==> src/rtl/rr_arbiter3.sv <==
// Three-way round-robin arbiter. Each grant is held until the owner reports done,
// the owner drops its request, or the hold limit is reached.
//
// state   | meaning
// IDLE    | nobody owns the resource; requests are evaluated every edge
// GRANT   | one requester owns the resource; the hold counter runs
// RELEASE | one-cycle gap after a grant; timeout pulses here if forced
module rr_arbiter3 #(
   parameter int unsigned MAX_HOLD = 8
) (
   input  logic       clk,
   input  logic       reset,
   input  logic [2:0] req,
   input  logic       done,
   output logic [2:0] gnt,
   output logic [1:0] gnt_id,
   output logic       busy,
   output logic       timeout
);

   typedef enum logic [1:0] {IDLE, GRANT, RELEASE} state_t;

   localparam logic [3:0] MAX_CNT = 4'(MAX_HOLD);

   state_t     state;
   logic [1:0] last;
   logic [1:0] owner;
   logic [3:0] cnt;

   logic [1:0] s0, s1, s2;
   logic [1:0] pick;
   logic       owner_req;
   logic       hold_hit;
   logic       exit_grant;

   // Search order starts one past the previous owner and wraps 2 -> 0.
   always_comb begin
      s0 = 2'd0;
      s1 = 2'd1;
      s2 = 2'd2;
      case (last)
         2'd0: begin s0 = 2'd1; s1 = 2'd2; s2 = 2'd0; end
         2'd1: begin s0 = 2'd2; s1 = 2'd0; s2 = 2'd1; end
         default: begin s0 = 2'd0; s1 = 2'd1; s2 = 2'd2; end
      endcase
      pick = s2;
      if (req[s0])
         pick = s0;
      else if (req[s1])
         pick = s1;
   end

   assign owner_req  = req[owner];
   assign hold_hit   = (cnt == MAX_CNT);
   assign exit_grant = done || !owner_req || hold_hit;

   always_ff @(posedge clk) begin
      if (reset) begin
         state   <= IDLE;
         gnt     <= 3'b000;
         gnt_id  <= 2'b11;
         busy    <= 1'b0;
         timeout <= 1'b0;
         cnt     <= 4'd0;
         last    <= 2'd2;
         owner   <= 2'd0;
      end else begin
         case (state)
            IDLE: begin
               timeout <= 1'b0;
               if (|req) begin
                  state  <= GRANT;
                  owner  <= pick;
                  gnt    <= 3'b001 << pick;
                  gnt_id <= pick;
                  busy   <= 1'b1;
                  cnt    <= 4'd1;
               end
            end
            GRANT: begin
               if (exit_grant) begin
                  state   <= RELEASE;
                  gnt     <= 3'b000;
                  gnt_id  <= 2'b11;
                  busy    <= 1'b0;
                  // Forced release only when the limit alone ended the grant.
                  timeout <= hold_hit && !done && owner_req;
                  last    <= owner;
                  cnt     <= 4'd0;
               end else begin
                  cnt <= cnt + 4'd1;
               end
            end
            RELEASE: begin
               state   <= IDLE;
               timeout <= 1'b0;
            end
            default: begin
               state   <= IDLE;
               gnt     <= 3'b000;
               gnt_id  <= 2'b11;
               busy    <= 1'b0;
               timeout <= 1'b0;
               cnt     <= 4'd0;
            end
         endcase
      end
   end

endmodule
==> config.mk <==
export PLATFORM = sky130hd
export DESIGN_NAME = rr_arbiter3
export DESIGN_NICKNAME = d
export VERILOG_FILES = /design/src/rtl/rr_arbiter3.sv
export SDC_FILE = /design/constraint.sdc
export NUM_CORES = 1
export LEC_CHECK = 0
export CAP_MARGIN = 25
export CORE_MARGIN = 1
export CORE_UTILIZATION = 30
export CTS_CLUSTER_DIAMETER = 40
export DETAILED_ROUTE_END_ITERATION = 10
export GPL_ROUTABILITY_DRIVEN = 0
export GPL_TIMING_DRIVEN = 0
export PLACE_DENSITY = 0.58
export SLEW_MARGIN = 5
export SYNTH_ARGS = -nofsm -noshare
export SYNTH_HDL_FRONTEND = slang
export SYNTH_SLANG_ARGS = --single-unit
==> constraint.sdc <==
create_clock -name clk -period 2.6 [get_ports clk]
set_input_delay 0.52 -clock clk [delete_from_list [all_inputs] [get_ports clk]]
set_output_delay 0.52 -clock clk [all_outputs]
set_load 0.05 [all_outputs]
==> results of run 1 <==
worst min-delay path by stage:
stage / endpoint / slack [ns] / cells after the start
2_1_floorplan: cnt[3] / 0.46 / 2
3_3_place_gp: busy / 0.46 / 2
3_5_place_dp: busy / 0.47 / 2
4_1_cts: busy / 0.49 / 2
5_1_grt: gnt[0] / 0.51 / 2
6_report: busy / 0.48 / 2
synthesized netlist by cell type:
library cell / instances / area (um2)
sky130_fd_sc_hd__nor3_1: 9 / 45.0
sky130_fd_sc_hd__a21oi_1: 10 / 50.1
sky130_fd_sc_hd__a31oi_1: 4 / 25.0
sky130_fd_sc_hd__dlygate4sd1_1: 1 / 8.76
sky130_fd_sc_hd__inv_1: 5 / 18.8
sky130_fd_sc_hd__a22oi_1: 1 / 7.51
sky130_fd_sc_hd__or3_1: 2 / 12.5
sky130_fd_sc_hd__nand3_1: 2 / 10.0
sky130_fd_sc_hd__buf_2: 1 / 5.00
sky130_fd_sc_hd__o41ai_1: 1 / 8.76
sky130_fd_sc_hd__and3b_2: 1 / 10.0
sky130_fd_sc_hd__or3b_2: 1 / 8.76
sky130_fd_sc_hd__buf_6: 1 / 11.3
sky130_fd_sc_hd__dfxtp_1: 17 / 340
sky130_fd_sc_hd__ha_1: 2 / 25.0
sky130_fd_sc_hd__nand2b_1: 2 / 12.5
sky130_fd_sc_hd__nor2_1: 8 / 30.0
sky130_fd_sc_hd__nand2_1: 4 / 15.0
sky130_fd_sc_hd__or2_2: 1 / 6.26
sky130_fd_sc_hd__o311a_2: 1 / 11.3
sky130_fd_sc_hd__o21a_2: 1 / 8.76
sky130_fd_sc_hd__mux2i_1: 2 / 20.0
sky130_fd_sc_hd__a211oi_1: 2 / 15.0
sky130_fd_sc_hd__o21ai_0: 6 / 30.0
sky130_fd_sc_hd__nor2b_1: 1 / 6.26
sky130_fd_sc_hd__clkbuf_1: 1 / 3.75
sky130_fd_sc_hd__nand3b_1: 3 / 22.5
sky130_fd_sc_hd__nor4_1: 1 / 6.26
sky130_fd_sc_hd__and3_2: 2 / 15.0
sky130_fd_sc_hd__or4_4: 1 / 11.3
sky130_fd_sc_hd__nand4_1: 1 / 6.26
worst reg2reg max path: stages (launching register included):
cell	delay, ns
sky130_fd_sc_hd__dfxtp_1	0.42
sky130_fd_sc_hd__inv_1	0.06
sky130_fd_sc_hd__ha_1	0.19
sky130_fd_sc_hd__and3b_2	0.19
sky130_fd_sc_hd__buf_2	0.15
sky130_fd_sc_hd__or4_4	0.48
sky130_fd_sc_hd__buf_6	0.15
sky130_fd_sc_hd__or3_1	0.34
sky130_fd_sc_hd__a31oi_1	0.17
where the power goes:
group / internal (W) / leakage (nW) / switching [W] / total, W
clock network: 0.0000596 / 0.0150 / 0.0000800 / 0.000140
logic: 0.0000724 / 0.212 / 0.000109 / 0.000181
registers: 0.000286 / 0.140 / 0.0000221 / 0.000309
registers in the layout, indices dropped and copies added, names as in the netlist:
signal	cells
cnt	4
owner	2
gnt_id	2
timeout	1
busy	1
gnt	3
state	2
last	2
per-stage QoR:
step / util [%] / total power [W]
final: 39.8 / 0.000630
after global placement: 38.6 / 0.000493
after floorplan: - / 0.000437
after CTS: 39.6 / 0.000636
after detailed placement: 38.6 / 0.000495
after global routing: 39.8 / 0.000664
placed cells by master (no fill, tap or decap), types with 2 or more instances in the layout:
| cell type | Yosys | routed |
|---|---|---|
| sky130_fd_sc_hd__dfxtp_1 | 17 | 17 |
| sky130_fd_sc_hd__mux2i_1 | 2 | 2 |
| sky130_fd_sc_hd__clkbuf_1 | 1 | 2 |
| sky130_fd_sc_hd__a31oi_1 | 4 | 4 |
| sky130_fd_sc_hd__nor3_1 | 9 | 9 |
| sky130_fd_sc_hd__inv_1 | 5 | 5 |
| sky130_fd_sc_hd__a211oi_1 | 2 | 2 |
| sky130_fd_sc_hd__ha_1 | 2 | 2 |
| sky130_fd_sc_hd__and3_2 | 2 | 2 |
| sky130_fd_sc_hd__nor2_1 | 8 | 8 |
| sky130_fd_sc_hd__nand2_1 | 4 | 4 |
| sky130_fd_sc_hd__o21ai_0 | 6 | 6 |
| sky130_fd_sc_hd__nand3b_1 | 3 | 3 |
| sky130_fd_sc_hd__clkbuf_4 | 0 | 3 |
| sky130_fd_sc_hd__nand3_1 | 2 | 2 |
| sky130_fd_sc_hd__clkdlybuf4s50_1 | 0 | 12 |
| sky130_fd_sc_hd__a21oi_1 | 10 | 10 |
| sky130_fd_sc_hd__or3_1 | 2 | 2 |
| sky130_fd_sc_hd__nand2b_1 | 2 | 2 |
routing by layer:
| metal | vias to the layer above | GRT usage [%] | wire length [um] |
|---|---|---|---|
| li1 | 380 | - | - |
| met1 | 340 | 17.1 | 819 |
| met2 | 21 | 23.5 | 800 |
| met3 | 2 | 5.93 | 82 |
| met4 | 0 | 2.63 | 13 |
| met5 | - | 0 | 0 |
cell type report:
cell class	count	area share (%)
Timing Repair Buffer	13	12.6
Multi-Input combinational cell	69	42.1
Buffer	4	2.89
Tap cell	30	3.77
Clock buffer	4	2.64
Sequential cell	17	34.2
Inverter	5	1.88
kinds of logic (layout without fill, tap and decap cells):
group,after synthesis,count (layout)
AOI/OAI and AO/OA,26,26
buffers and inverters,9,26
DFF,17,17
adders and majority gates,2,2
and+or+nand+nor,39,39
muxes,2,2
==> Implementation_results.wiki, run 1 <==
{| class="wikitable"
! Metric !! Value
|-
| Register-to-register path setup slack || 0.37 ns
|-
| Cts-stage hold buffer count || 0
|-
| Post-synthesis share of cell area spent on xor and xnor gates || 0%
|-
| Category of the most critical setup path || in -> reg
|-
| Number of buffers on the longest clock path || 2
|-
| Placement Cell Area || 965 um2
|-
| FF-to-FF path depth || 8
|-
| Via count of the first global-routing pass || 656
|-
| Final Instance Area || 996 um2
|-
| Count of antenna-violating nets left after detailed routing || 0
|-
| FF-to-FF End || cnt[3]
|-
| Overall die area || 2900 um2
|-
| Post-route minimum period || 2.39 ns
|-
| Critical Path Fanout Max || 9
|-
| Number of unique standard cell types used by synthesis || 31
|-
| Layout Cells excl Fill || 142
|-
| Clock-pin slew on the worst setup and hold paths || 0.09 ns
|-
| Delay contributed by the slowest stage of the critical path || 0.55 ns
|-
| Setup TNS || 0 ns
|-
| Critical path launch point type || primary input
|-
| Tightest Pin Transition || 0.701 ns
|-
| WL final || 1720 um
|-
| CTS Sinks || 17
|-
| Share of the synthesized area in compound gates (AO/OA/AOI/OAI) || 19.4%
|-
| Worst skew pair latency || 0.29 ns
|-
| Number of H-tree levels || 1
|-
| Clock tree from TritonCTS || built
|-
| Detailed-routing iteration count for the pre-antenna-repair pass || 4
|-
| CP arrival || 2.60 ns
|-
| Total count of hold-check failures in the final report || 0
|-
| Highest achievable clock rate || 419 MHz
|-
| Vias after detailed routing || 743
|-
| Critical path origin || req[1]
|-
| Resized cells post-CTS || 0
|-
| FF+latch count, synth || 17
|-
| Post-synthesis adder-cell area fraction || 3.10%
|-
| Startpoint of the worst hold path || busy
|-
| Ports placed on the boundary || 13
|-
| Fraction of layout cells with a size suffix above 1 || 12.5%
|-
| Fin Hold WS || 0.483 ns
|-
| Number of buffers and inverters on the critical path || 2
|-
| Average via count per standard cell || 5.23
|-
| Crit. path cell count || 7
|-
| Area of the mapped netlist || 807 um2
|-
| Antenna Diode Count || 0
|-
| Reg-to-Reg Start || cnt[0]
|-
| Area of combinational cells with multiple inputs || 419 um2
|-
| Post-layout nets || 121
|-
| Static leakage || 0.367 nW
|-
| Maximum number of pins on one net before global-route repair || 11
|-
| Setup repair after global routing missed its margin || false
|-
| Total global routing track utilization || 14.2%
|-
| Postcts setup bufs || 0
|-
| Count of maximum capacitance violations || 0
|-
| Pre-CTS WS || -0.136 ns
|-
| Register area || 340 um2
|-
| Yosys warning count || 0
|-
| Number of clock buffers inserted by TritonCTS || 3
|-
| Avg Synthesized Cell Area || 8.49 um2
|-
| Number of antenna violations at the first check in global routing || 0
|-
| Post-Synthesis Net Count || 103
|-
| Normalized max-slew margin || 52.8%
|-
| 1st-iter DRT viols || 14
|-
| First-pass GRT wire length || 2900 um
|-
| Clock skew after layout || 0.00574 ns
|-
| Register area share after synthesis || 42.2%
|-
| Peak ir drop on the vdd network || 0.411 mV
|-
| Fill cell instance count of the final layout || 264
|-
| Standard-cell rows || 18
|-
| Total power per unit cell area || 632 nW/um2
|-
| Required @ worst endpoint || 2.81 ns
|-
| Setup violations, final || 0
|-
| Half-perimeter wire length after detailed placement || 1260 um
|-
| Critical path's slowest cell || sky130_fd_sc_hd__clkdlybuf4s50_1
|-
| Type of the worst min-delay path || reg -> reg
|-
| Mux contribution to synthesized area || 2.48%
|-
| Cell count after synthesis || 95
|-
| Port-buffer cells || 12
|-
| Initial Utilization || 32.3%
|-
| Post-synthesis simple-gate area fraction || 27.0%
|-
| Standard cell core area || 2500 um2
|-
| Wire length per cell || 12.1 um
|-
| Status || completed
|-
| Share of the cycle needed by the critical path after routing || 91.9%
|-
| Die height || 53.9 um
|-
| Clock Root Buffer || sky130_fd_sc_hd__clkbuf_4
|-
| Combinational family with the most area after synthesis || simple AND/OR/NAND/NOR gates
|-
| Overflow left after global routing || 0
|-
| Category of the worst setup path capture point || flip-flop
|-
| Final slew viol count || 0
|-
| Family with the most delay on the worst path || simple AND/OR/NAND/NOR gates
|-
| Placed cell count || 137
|-
| Layout Area Growth over Synthesis || 23.4%
|-
| Width of the chip || 53.9 um
|-
| Crit-path cells || clkdlybuf4s50_1 -> mux2i_1 -> o21a_2 -> or4_4 -> buf_6 -> or3_1 -> a31oi_1
|-
| Post-route DRC violation count || 0
|-
| Final setup slack of the worst path || 0.211 ns
|-
| End of the critical path || cnt[3]
|}
No activity file was read; power rests on OpenSTA's default activity.
==> inputs of run 2 (changes only) <==
- PLACE_DENSITY: 0.58 -> 0.49
- SETUP_SLACK_MARGIN: default -> 0.5
==> run 2 against run 1 <==
Net effect: first-iteration DRC count decreased by 21%; critical endpoint unchanged; worst setup slack improved by 0.35 ns; clock power increased by 3%; worst hold slack improved by 0.0095 ns; largest cell class unchanged; routed wire length increased by 4.2%; fmax increased by 17%; critical path type is now reg -> reg; clock-buffer cell count unchanged.
==> Implementation_results.wiki, run 2 (synthesis results as in run 1) <==
{| class="wikitable"
! Metric !! Value
|-
| Clock tree from TritonCTS || built
|-
| Type of the worst min-delay path || reg -> reg
|-
| Post-route DRC violation count || 0 (unchanged)
|-
| Layout Area Growth over Synthesis || 30.4%
|-
| Number of flip-flops in the largest register || 4 (unchanged)
|-
| Setup repair after global routing missed its margin || true
|-
| Via count of the first global-routing pass || 689 (+5.0%)
|-
| Static leakage || 0.396 nW (+7.9%)
|-
| Hold EP || busy
|-
| FF-to-FF End || cnt[3]
|-
| Number of H-tree levels || 1 (unchanged)
|-
| Fill cell instance count of the final layout || 253 (-4.2%)
|-
| CP arrival || 2.26 ns (-0.34 ns)
|-
| Port-buffer cells || 12 (unchanged)
|-
| Crit-path cells || inv_2 -> ha_2 -> and3b_2 -> buf_6 -> or4_4 -> buf_6 -> or3_1 -> a31oi_1
|-
| Peak ir drop on the vdd network || 0.309 mV (-25%)
|-
| Vias after detailed routing || 751 (+1.1%)
|-
| Initial Utilization || 32.3% (unchanged)
|-
| Standard-cell rows || 18 (unchanged)
|-
| Highest achievable clock rate || 492 MHz (+17%)
|-
| 1st-iter DRT viols || 11 (-3)
|-
| Number of buffers on the longest clock path || 2 (unchanged)
|-
| Setup violations, final || 0 (unchanged)
|-
| Share of the cycle needed by the critical path after routing || 78.2% (-14 points)
|-
| Register with the highest flop count || cnt
|-
| Final setup slack of the worst path || 0.566 ns (+0.355 ns)
|-
| Maximum number of pins on one net before global-route repair || 11 (unchanged)
|-
| Status || completed
|-
| Pre-CTS WS || -0.104 ns (+0.0320 ns)
|-
| Cts-stage hold buffer count || 0 (unchanged)
|-
| Category of the worst setup path capture point || flip-flop
|-
| WL final || 1790 um (+4.2%)
|-
| Clock Root Buffer || sky130_fd_sc_hd__clkbuf_4
|-
| Crit-path most repeated cell || sky130_fd_sc_hd__buf_6
|-
| Fraction of layout cells with a size suffix above 1 || 21.4% (+8.9 points)
|-
| Total count of hold-check failures in the final report || 0 (unchanged)
|-
| Register-to-register path setup slack || 0.57 ns (+0.20 ns)
|-
| First-pass GRT wire length || 3050 um (+5.2%)
|-
| Clock-pin slew on the worst setup and hold paths || 0.10 ns (about the same)
|-
| Total global routing track utilization || 15.0% (+0.85 points)
|-
| FF-to-FF path depth || 8 (unchanged)
|-
| Ports placed on the boundary || 13 (unchanged)
|-
| Core Util, Final || 42.1% (+2.3 points)
|-
| Half-perimeter wire length after detailed placement || 1280 um (+1.6%)
|-
| Startpoint of the worst hold path || busy
|-
| Number of clock buffers inserted by TritonCTS || 3 (unchanged)
|-
| Final Instance Area || 1050 um2 (+5.7%)
|-
| Overall die area || 2900 um2 (unchanged)
|-
| Final slew viol count || 0 (unchanged)
|-
| Standard cell core area || 2500 um2 (unchanged)
|-
| Registers with the highest flip-flop counts || cnt: 4 flops, gnt: 3 flops
|-
| Most frequent cells in the layout || 15 x sky130_fd_sc_hd__dfxtp_1, 10 x sky130_fd_sc_hd__a21oi_1, 9 x sky130_fd_sc_hd__nor3_1, 9 x sky130_fd_sc_hd__clkdlybuf4s50_1, 8 x sky130_fd_sc_hd__nor2_1
|-
| Critical path launch point type || flip-flop
|-
| Post-layout nets || 126 (+4.1%)
|-
| Critical path's slowest cell || sky130_fd_sc_hd__or4_4
|-
| Width of the chip || 53.9 um (unchanged)
|-
| Count of antenna-violating nets left after detailed routing || 0 (unchanged)
|-
| Worst hold stages || 2 (unchanged)
|-
| Normalized max-slew margin || 59.1% (+6.3 points)
|-
| Tightest Pin Transition || 0.608 ns (-0.0934 ns)
|-
| Detailed-routing iteration count for the pre-antenna-repair pass || 4 (unchanged)
|-
| Overflow left after global routing || 0 (unchanged)
|-
| Post-route minimum period || 2.03 ns (-0.355 ns)
|-
| Count of maximum capacitance violations || 0 (unchanged)
|-
| Delay contributed by the slowest stage of the critical path || 0.50 ns (-0.05 ns)
|-
| Critical Path Fanout Max || 8 (-1)
|-
| Most frequent standard cell in the layout excluding fill and tap cells || sky130_fd_sc_hd__dfxtp_1
|-
| Final Power || 0.000641 W (+1.8%)
|-
| Placement Cell Area || 965 um2 (unchanged)
|-
| Number of antenna violations at the first check in global routing || 0 (unchanged)
|-
| CTS Sinks || 17 (unchanged)
|-
| Clock skew after layout || 0.00989 ns (+0.00415 ns)
|-
| Setup TNS || 0 ns (unchanged)
|-
| Required @ worst endpoint || 2.83 ns (+0.02 ns)
|-
| Reg-to-Reg Start || cnt[1]
|-
| Total power per unit cell area || 609 nW/um2 (-3.6%)
|-
| Average via count per standard cell || 5.11 (-2.4%)
|-
| Wire length per cell || 12.2 um (+0.65%)
|-
| Die height || 53.9 um (unchanged)
|-
| Category of the most critical setup path || reg -> reg
|-
| Antenna Diode Count || 0 (unchanged)
|-
| Worst skew pair latency || 0.29 ns (about the same)
|}
run 2: metrics by stage:
| step | hold WS (ns) | instances |
|---|---|---|
| 3_3_place_gp | 0.470 | 137 |
| 4_1_cts | 0.494 | 143 |
| 6_report | 0.492 | 147 |
| 3_5_place_dp | 0.479 | 137 |
| 2_1_floorplan | 0.464 | 95 |
| 5_1_grt | 0.523 | 147 |
run 2: final cells by class:
cell class / instances / area (um2) / share of cell area, %
well taps: 30 / 37.5 / 3.57
plain buffers: 4 / 35.0 / 3.33
repair buffers: 18 / 164 / 15.6
clock buffers: 4 / 26.3 / 2.50
flip-flops and latches: 17 / 343 / 32.6
multi-input cells: 69 / 428 / 40.7
inverters: 5 / 18.8 / 1.78
run 2: layer usage:
metal | wire length, um | track usage, %
met5 | 0 | 0
met1 | 886 | 19.0
met3 | 62 | 5.93
met2 | 825 | 24.1
met4 | 12 | 2.63
run 2: worst max path at each step:
| stage | start | endpoint | slack [ns] |
|---|---|---|---|
| detailed placement | req[1] | busy | -0.10 |
| global placement | req[1] | busy | -0.15 |
| finish | cnt[1] | cnt[3] | 0.57 |
| CTS | cnt[0] | cnt[3] | 0.51 |
| global route | cnt[1] | cnt[3] | 0.47 |
| floorplan | cnt[0] | cnt[3] | 0.55 |
run 2: report_power, final:
part | switching (W) | leakage (nW) | internal, W
sequential | 0.0000210 | 0.141 | 0.000287
clock | 0.0000842 | 0.0150 | 0.0000597
combinational | 0.000112 | 0.240 | 0.0000773
total | 0.000217 | 0.396 | 0.000424
run 2: worst max-delay path, delay by kind of cell (launching register included):
| family | cells | cell delay (ns) |
|---|---|---|
| fa+ha+maj | 1 | 0.16 |
| buf+inv | 3 | 0.30 |
| compound gates | 1 | 0.16 |
| simple gates | 3 | 1.00 |
| flops | 1 | 0.35 |
run 2: timing repair:
item,4_1_cts,5_1_grt
gates resized for setup,6,8
setup buffers,2,4
pin swaps,1,4
setup endpoints to repair,10,1
==> inputs of run 3 (changes only) <==
- clock period: 2.6 -> 2 ns (I/O delays scaled with it)
==> run 3 against run 2 <==
Net effect: cell count grew 1.4%; clock power grew 37%; first-iteration DRC count grew 100%; via count grew 3.6%; sequential share of layout area shrank 2.8 points; clock skew shrank 0.0070 ns; worst hold slack gained 0.0048 ns; register-to-register slack lost 0.45 ns; utilization grew 4.4 points; combinational power grew 54%; cell area grew 10%; routed wire length grew 19%; largest power group unchanged; highest routed layer unchanged.
==> Implementation_results.wiki, run 3 (synthesis results as in run 1) <==
{| class="wikitable"
! Metric !! Value
|-
| Width of the chip || 53.9 um (unchanged)
|-
| Normalized max-slew margin || 70.9% (+12 points)
|-
| Tightest Pin Transition || 0.437 ns (-0.171 ns)
|-
| WL final || 2120 um (+19%)
|-
| Critical path launch point type || primary input
|-
| Static leakage || 0.430 nW (+8.5%)
|-
| 1st-iter DRT viols || 22 (+11)
|-
| Fraction of layout cells with a size suffix above 1 || 37.8% (+16 points)
|-
| Total power per unit cell area || 769 nW/um2 (+26%)
|-
| Most frequent standard cell in the layout excluding fill and tap cells || sky130_fd_sc_hd__dfxtp_1
|-
| Final slew viol count || 0 (unchanged)
|-
| Registers with the highest flip-flop counts || cnt: 4 flops, gnt: 3 flops
|-
| Worst hold stages || 2 (unchanged)
|-
| Clock-pin slew on the worst setup and hold paths || 0.11 ns (about the same)
|-
| CP arrival || 2.12 ns (-0.14 ns)
|-
| Delay contributed by the slowest stage of the critical path || 0.60 ns (+0.10 ns)
|-
| Highest achievable clock rate || 529 MHz
|-
| Number of flip-flops in the largest register || 4 (unchanged)
|-
| Half-perimeter wire length after detailed placement || 1330 um (+4.0%)
|-
| Overall die area || 2900 um2 (unchanged)
|-
| Type of the worst min-delay path || reg -> reg
|-
| Ports placed on the boundary || 13 (unchanged)
|-
| Average via count per standard cell || 5.22 (+2.2%)
|-
| Placement Cell Area || 983 um2 (+1.9%)
|-
| Setup repair after global routing missed its margin || true
|-
| Port-buffer cells || 12 (unchanged)
|-
| Number of H-tree levels || 1 (unchanged)
|-
| Worst skew pair latency || 0.30 ns (about the same)
|-
| Fin Hold WS || 0.497 ns (+0.00475 ns)
|-
| Overflow left after global routing || 0 (unchanged)
|-
| Clock skew after layout || 0.00285 ns (-0.00704 ns)
|-
| Total global routing track utilization || 17.1% (+2.1 points)
|-
| Antenna Diode Count || 0 (unchanged)
|-
| Layout Area Growth over Synthesis || 44.0%
|-
| CTS Sinks || 17 (unchanged)
|-
| Final Instance Area || 1160 um2 (+10%)
|-
| Crit-path cells || clkdlybuf4s50_1 -> or4_4 -> buf_6 -> or3_1 -> a31oi_1
|-
| Post-route DRC violation count || 0 (unchanged)
|-
| Count of maximum capacitance violations || 0 (unchanged)
|-
| Die height || 53.9 um (unchanged)
|-
| Standard-cell rows || 18 (unchanged)
|-
| Clock tree from TritonCTS || built
|-
| Total count of hold-check failures in the final report || 0 (unchanged)
|-
| Share of the cycle needed by the critical path after routing || 94.4%
|-
| Standard cell core area || 2500 um2 (unchanged)
|-
| Count of antenna-violating nets left after detailed routing || 0 (unchanged)
|-
| Cts-stage hold buffer count || 0 (unchanged)
|-
| Vias after detailed routing || 778 (+3.6%)
|-
| Register with the highest flop count || cnt
|-
| Number of clock buffers inserted by TritonCTS || 3 (unchanged)
|-
| Post-layout nets || 128 (+1.6%)
|-
| Number of antenna violations at the first check in global routing || 0 (unchanged)
|-
| Most frequent cells in the layout || 14 x sky130_fd_sc_hd__dfxtp_1, 8 x sky130_fd_sc_hd__nor2_1, 7 x sky130_fd_sc_hd__nor3_1
|-
| Wire length per cell || 14.2 um (+17%)
|-
| Required @ worst endpoint || 2.23 ns (-0.60 ns)
|-
| Post-route minimum period || 1.89 ns
|-
| Setup TNS || 0 ns (unchanged)
|-
| Peak ir drop on the vdd network || 0.550 mV (+78%)
|-
| Critical path's slowest cell || sky130_fd_sc_hd__or4_4
|-
| Critical Path Fanout Max || 6 (-2)
|-
| Clock Root Buffer || sky130_fd_sc_hd__clkbuf_4
|-
| Category of the worst setup path capture point || flip-flop
|-
| Via count of the first global-routing pass || 719 (+4.4%)
|-
| Maximum number of pins on one net before global-route repair || 12 (+1)
|-
| Initial Utilization || 32.3% (unchanged)
|-
| First-pass GRT wire length || 3460 um (+13%)
|-
| Category of the most critical setup path || in -> reg
|-
| Detailed-routing iteration count for the pre-antenna-repair pass || 4 (unchanged)
|-
| Status || completed
|-
| Number of buffers on the longest clock path || 2 (unchanged)
|-
| Setup violations, final || 0 (unchanged)
|-
| FF-to-FF path depth || 8 (unchanged)
|}
run 3: changes by cell type in the layout (fill, tap and decap cells not counted), sizes merged:
| cell | previous run | this run |
|---|---|---|
| dlygate4sd2 | 1 | 3 |
| clkbuf | 5 | 4 |
| clkdlybuf4s15 | 2 | 3 |
| clkinvlp | 0 | 1 |
| clkdlybuf4s18 | 0 | 2 |
| clkdlybuf4s50 | 9 | 2 |
| buf | 8 | 12 |
run 3: metrics by stage:
step | instances | power, W | worst slack [ns] | util (%)
2_1_floorplan | 95 | 0.000576 | 0.0704 | -
3_3_place_gp | 137 | 0.000653 | -0.620 | 39.3
3_5_place_dp | 137 | 0.000652 | -0.591 | 39.3
4_1_cts | 147 | 0.000875 | 0.0410 | 43.9
5_1_grt | 149 | 0.000945 | 0.0514 | 46.5
6_report | 149 | 0.000894 | 0.111 | 46.5
run 3: where the power goes:
| part | leakage [nW] | internal (W) | switching [W] |
|---|---|---|---|
| Sequential | 0.141 | 0.000374 | 0.0000316 |
| Clock | 0.0139 | 0.0000762 | 0.000121 |
| Combinational | 0.274 | 0.000119 | 0.000172 |
run 3: what timing repair did:
action	4_1_cts	5_1_grt
resized for setup	34	18
setup endpoints to repair	21	18
buffers inserted	6	2
pin swaps	10	9
run 3: final timing paths:
path	start	to	slack [ns]
worst max register to register	cnt[0]	cnt[3]	0.12
worst max-delay path	done	cnt[3]	0.11
worst min register to register	busy	busy	0.50
worst min-delay path	busy	busy	0.50
run 3: final cells by class:
type / count / area, um2
buffer: 4 / 35.0
clock buffer: 3 / 22.5
clock inverter: 1 / 7.51
fill: 257 / 1340
inverter: 5 / 18.8
multi-input combinational: 69 / 513
sequential: 17 / 347
tap: 30 / 37.5
timing repair buffer: 20 / 181
run 3: layer usage:
| metal | global-route usage [%] | part of all wire [%] |
|---|---|---|
| met1 | 21.5 | 46 |
| met2 | 27.2 | 50 |
| met3 | 6.50 | 3.8 |
| met5 | 0 | 0 |
| met4 | 3.95 | 0.75 |
run 3: worst max-delay path: cells and delay by family:
| kind | cells | cell delay [ns] |
|---|---|---|
| buf+inv | 2 | 0.70 |
| compound gates | 1 | 0.12 |
| simple gates | 2 | 0.90 |
